<file path="config.mk">
export PLATFORM = sky130hd
export DESIGN_NAME = tdc_measure_ctrl
export DESIGN_NICKNAME = d
export VERILOG_FILES = /design/src/rtl/adpll_pkg.sv /design/src/rtl/tdc_avg_acc.sv /design/src/rtl/tdc_measure_ctrl.sv
export SDC_FILE = /design/constraint.sdc
export NUM_CORES = 1
export LEC_CHECK = 0
export ABC_AREA = 1
export BUFFER_PORTS_ARGS = -buffer_cell sky130_fd_sc_hd__buf_4
export CAP_MARGIN = 25
export CORE_MARGIN = 1
export CORE_UTILIZATION = 32
export CTS_CLUSTER_DIAMETER = 150
export DETAILED_ROUTE_END_ITERATION = 16
export SYNTH_ARGS = -nofsm -noshare
export SYNTH_HDL_FRONTEND = slang
export SYNTH_SLANG_ARGS = --single-unit
</file>
<file path="constraint.sdc">
create_clock -name clk -period 1.97 [get_ports clk]
set_input_delay 0.197 -clock clk [delete_from_list [all_inputs] [get_ports clk]]
set_output_delay 0.197 -clock clk [all_outputs]
set_load 0.03 [all_outputs]
</file>
<file path="src/rtl/adpll_pkg.sv">
// ============================================================
// adpll_pkg : shared types and constants for the TDC control path
// Revision  : 1.0
// ============================================================
`default_nettype none

package adpll_pkg;

  localparam int TDC_W = 12;
  localparam logic [TDC_W-1:0] TDC_TIMEOUT_CODE = 12'hFFF;

  typedef enum logic [2:0] {
    ST_IDLE    = 3'd0,
    ST_ARM     = 3'd1,
    ST_WAIT    = 3'd2,
    ST_CAPTURE = 3'd3,
    ST_OUTPUT  = 3'd4
  } tdc_state_t;

endpackage

`default_nettype wire

</file>
<file path="src/rtl/tdc_avg_acc.sv">
// ============================================================
// tdc_avg_acc : sample accumulator with clear and averaging shift
// Revision    : 1.0
// ============================================================
`default_nettype none

module tdc_avg_acc
  import adpll_pkg::*;
#(
  parameter int AVG_LOG2 = 2
) (
  input  logic             clk,
  input  logic             reset,
  input  logic             clear,
  input  logic             add,
  input  logic [TDC_W-1:0] sample,
  output logic [TDC_W-1:0] avg
);

  localparam int ACC_W = TDC_W + AVG_LOG2;

  logic [ACC_W-1:0] r_acc;
  logic [ACC_W-1:0] w_sum_next;

  // avg includes the sample being added this cycle so the final result is ready at the last capture
  assign w_sum_next = r_acc + ACC_W'(sample);
  assign avg        = w_sum_next[AVG_LOG2 +: TDC_W];

  always_ff @(posedge clk) begin
    if (reset || clear) begin
      r_acc <= '0;
    end else if (add) begin
      r_acc <= w_sum_next;
    end
  end

endmodule

`default_nettype wire

</file>
<file path="src/rtl/tdc_measure_ctrl.sv">
// ============================================================
// tdc_measure_ctrl : arms the TDC, waits for done/timeout, hands the delay downstream
// Optional averaging over 2**AVG_LOG2 samples when TDC_AVG_EN is defined.  Revision 1.0
// ============================================================
`default_nettype none

module tdc_measure_ctrl
  import adpll_pkg::*;
#(
  parameter int ARM_CYCLES     = 2,
  parameter int TIMEOUT_CYCLES = 1023,
  parameter int AVG_LOG2       = 2
) (
  input  logic             clk,
  input  logic             reset,
  input  logic             start,
  input  logic             tdc_done,
  input  logic [TDC_W-1:0] tdc_delay,
  input  logic             result_ready,
  output logic             tdc_rst,
  output logic             busy,
  output logic             result_valid,
  output logic [TDC_W-1:0] result,
  output logic             timeout_err
);

  localparam logic [3:0]  ARM_LAST = 4'(ARM_CYCLES - 1);
  localparam logic [15:0] TO_LAST  = 16'(TIMEOUT_CYCLES - 1);

  tdc_state_t       r_state;
  logic [3:0]       r_arm_cnt;
  logic [15:0]      r_wait_cnt;
  logic [TDC_W-1:0] r_sample;
  logic             r_tdc_rst;
  logic             r_result_valid;
  logic [TDC_W-1:0] r_result;
  logic             r_timeout;

  logic             w_last_sample;
  logic [TDC_W-1:0] w_capture_value;

`ifdef TDC_AVG_EN
  localparam int N_SAMPLES = 1 << AVG_LOG2;

  logic [4:0]       r_smp_cnt;
  logic [TDC_W-1:0] w_avg;

  tdc_avg_acc #(
    .AVG_LOG2 (AVG_LOG2)
  ) u_avg_acc (
    .clk    (clk),
    .reset  (reset),
    .clear  (r_state == ST_IDLE && start),
    .add    (r_state == ST_CAPTURE),
    .sample (r_sample),
    .avg    (w_avg)
  );

  always_ff @(posedge clk) begin
    if (reset || (r_state == ST_IDLE && start)) begin
      r_smp_cnt <= '0;
    end else if (r_state == ST_CAPTURE) begin
      r_smp_cnt <= r_smp_cnt + 5'd1;
    end
  end

  assign w_last_sample   = (r_smp_cnt == 5'(N_SAMPLES - 1));
  assign w_capture_value = w_avg;
`else
  logic [3:0] cfg_avg_log2_unused;
  assign cfg_avg_log2_unused = 4'(AVG_LOG2);

  assign w_last_sample   = 1'b1;
  assign w_capture_value = r_sample;
`endif

  // reset must hold the TDC in reset immediately, not one edge later
  assign tdc_rst      = r_tdc_rst | reset;
  assign busy         = (r_state != ST_IDLE);
  assign result_valid = r_result_valid;
  assign result       = r_result;
  assign timeout_err  = r_timeout;

  always_ff @(posedge clk) begin
    if (reset) begin
      r_state        <= ST_IDLE;
      r_arm_cnt      <= '0;
      r_wait_cnt     <= '0;
      r_sample       <= '0;
      r_tdc_rst      <= 1'b0;
      r_result_valid <= 1'b0;
      r_result       <= '0;
      r_timeout      <= 1'b0;
    end else begin
      case (r_state)
        ST_IDLE: begin
          if (start) begin
            r_state   <= ST_ARM;
            r_arm_cnt <= '0;
            r_tdc_rst <= 1'b1;
            r_timeout <= 1'b0;
          end
        end
        ST_ARM: begin
          if (r_arm_cnt == ARM_LAST) begin
            r_state    <= ST_WAIT;
            r_tdc_rst  <= 1'b0;
            r_wait_cnt <= '0;
          end else begin
            r_arm_cnt <= r_arm_cnt + 4'd1;
          end
        end
        ST_WAIT: begin
          // done takes priority over a timeout landing in the same cycle
          if (tdc_done) begin
            r_sample <= tdc_delay;
            r_state  <= ST_CAPTURE;
          end else if (r_wait_cnt == TO_LAST) begin
            r_state        <= ST_OUTPUT;
            r_result       <= TDC_TIMEOUT_CODE;
            r_timeout      <= 1'b1;
            r_result_valid <= 1'b1;
          end else begin
            r_wait_cnt <= r_wait_cnt + 16'd1;
          end
        end
        ST_CAPTURE: begin
          if (w_last_sample) begin
            r_state        <= ST_OUTPUT;
            r_result       <= w_capture_value;
            r_result_valid <= 1'b1;
          end else begin
            r_state   <= ST_ARM;
            r_arm_cnt <= '0;
            r_tdc_rst <= 1'b1;
          end
        end
        ST_OUTPUT: begin
          if (result_ready) begin
            r_state        <= ST_IDLE;
            r_result_valid <= 1'b0;
          end
        end
        default: r_state <= ST_IDLE;
      endcase
    end
  end

endmodule

`default_nettype wire

</file>
==> flow_summary.json <==
{
  "final_common_cell": "nand2_1",
  "finalClockSkew_ps": 4.99,
  "grt_util_met1": 0.173,
  "rows": 32,
  "final_nets": 433,
  "clk_latency_ps": 310,
  "htreeDepth": 2,
  "max_cap_viol_count": 0,
  "ant_nets": 0,
  "multi_input_area_um2": 1310,
  "root_buffer": "clkbuf_8",
  "slew_viol_final": 0,
  "gr-total-overflow": 0,
  "grt_start_max_net_pins": 26,
  "die_h_um": 92.2,
  "met2_usage": 0.254,
  "path_max_fanout": 15,
  "hold_slack_ps": 147,
  "setup_viol": 0,
  "start_kind": "flip-flop",
  "drive_gt1_frac": 0.170,
  "dieWidth_um": 92.2,
  "synth_area_leader_cell": "dfxtp_1",
  "synth_area_leaders": "dfxtp_1 (38%), nand2_1 (13%), inv_1 (7.6%)",
  "post-route-min-period_ps": 1700,
  "drc": 0,
  "grt_usage": 0.144,
  "route.vias.total": 2341,
  "synth_area_um2": 2610,
  "ys_warn_count": 0,
  "finalCritPeriodShare": 0.864,
  "drt-total-wl_um": 5590,
  "ys_seq_area_frac": 0.384,
  "rsz0062_at_grt": "no",
  "endpoint_kind": "flip-flop",
  "cts_sinks": 50,
  "irDropWorstVdd_uv": 290,
  "arrival_ps": 1950,
  "first_pass_iters": 4,
  "regArea_um2": 1000,
  "vias_per_cell": 4.55,
  "num_antenna_cells": 0,
  "synth_cell_types": 32,
  "gp_congestion": 0.876,
  "first_global_vias": 2239,
  "min_path_type": "in -> reg",
  "initial_utilization": 0.334,
  "drtIter0Drc": 71,
  "hold_buffers": 0,
  "fillers": 844,
  "mostFrequentLayoutCells": "nand2_1 (87), inv_1 (53), nor2_1 (50), dfxtp_1 (50), buf_4 (36)",
  "pin_count": 33,
  "fmax_mhz": 588,
  "status": "finished clean",
  "io_buffers": 32,
  "max-clock-path-buffers": 2,
  "cts-resized-gates": 0,
  "tightest_slew_ps": 405,
  "syn_to_final_growth_pct": 15.6,
  "use_met3": 0.0307,
  "postSynthCellCount": 381,
  "path_clk_slew_ps": 90,
  "tritoncts": "built",
  "leakage_uw": 0.00125,
  "netlist.area_leader.share": 0.384,
  "busiest_layer": "met2",
  "synth.ff_latch_count": 50,
  "crit_required_ps": 2220,
  "antenna_found_initial": 0,
  "power_density_nw_per_um2": 1090,
  "grt_pass1_wl_um": 9850,
  "hold_viol_final": 0,
  "die_area_um2": 8510,
  "cts_buffers": 5,
  "relSlewSlack": 0.730,
  "cts_setup_buffers": 0,
  "syn_nets": 402,
  "wire_per_inst_um": 10.9,
  "core-area_um2": 7810,
  "dp.final_hpwl_um": 4140,
  "finalSetupTns_ps": 0,
  "synth.avg_cell_area_um2": 6.84,
  "critical_path_class": "reg -> reg"
}
power breakdown:
part	total, µW	internal (µW)	leakage (µW)	switching (µW)
combinational	1360	441	0.000810	919
clock	593	243	0.0000362	350
sequential	1320	1210	0.000407	114
layer usage:
layer / vias up / share of wire
li1: 1257 / -
met1: 1036 / 0.49
met2: 41 / 0.46
met3: 7 / 0.040
met4: 0 / 0.012
met5: - / 0
stage by stage:
stage / util / area, µm² / setup slack [ps] / instances / total power (µW)
floorplan: - / 2610 / 588 / 381 / 2390
detailed placement: 0.375 / 2930 / 304 / 507 / 2720
finish: 0.386 / 3010 / 269 / 514 / 3280
global placement: 0.375 / 2930 / 328 / 507 / 2700
global route: 0.386 / 3010 / 88.0 / 514 / 3500
CTS: 0.386 / 3010 / 279 / 514 / 3310
worst paths after layout:
check                              startpoint            end  slack (ps)  cells past startpoint
worst max-delay path            r_wait_cnt[0]  r_wait_cnt[7]         270                      8
worst min-delay path            tdc_delay[10]   r_sample[10]         150                      3
worst max register to register  r_wait_cnt[0]  r_wait_cnt[7]         270                      8
worst min register to register     result[11]     result[11]         450                      2
kinds of logic after synthesis:
family | share of synthesized area
XOR/XNOR | 0.0101
AND/OR/NAND/NOR | 0.330
flip-flops | 0.384
adder cells (fa/ha/maj) | 0.0192
AO/OA/AOI/OAI | 0.143
buffers and inverters | 0.114
cells in the mapped netlist, drive strengths merged:
cell	instances
nand2	96
inv	57
nor2	54
dfxtp	50
a21oi	35
nand3	32
o21ai	18
buf	7
o31ai	6
clkbuf	5
ha	4
nor3	4
nand4	3
o21bai	2
xor2	2
a31oi	1
and2	1
clkinv	1
o211ai	1
o22ai	1
xnor2	1
state kept, by name, summed over array words and instances (netlist names):
| name | count |
|---|---|
| r_arm_cnt | 4 |
| r_wait_cnt | 16 |
| r_sample | 12 |
| r_tdc_rst | 1 |
| result_valid | 1 |
| result | 12 |
| r_state | 3 |
| timeout_err | 1 |
critical path, cell delays in order (launching register included):
cell,delay [ps]
dfxtp_1,350
inv_1,80
ha_1,140
nand2_1,60
nor2_1,190
nand3_2,310
nand2_4,300
nand2_1,70
a21oi_1,140
area by class of cell:
type                       instances  area share
multi-input combinational        261       0.434
sequential                        50       0.332
timing repair buffer              36      0.0897
inverter                          58      0.0739
tap                              102      0.0424
clock buffer                       5      0.0228
clock inverter                     2     0.00498
No activity file was read; power rests on OpenSTA's default activity.
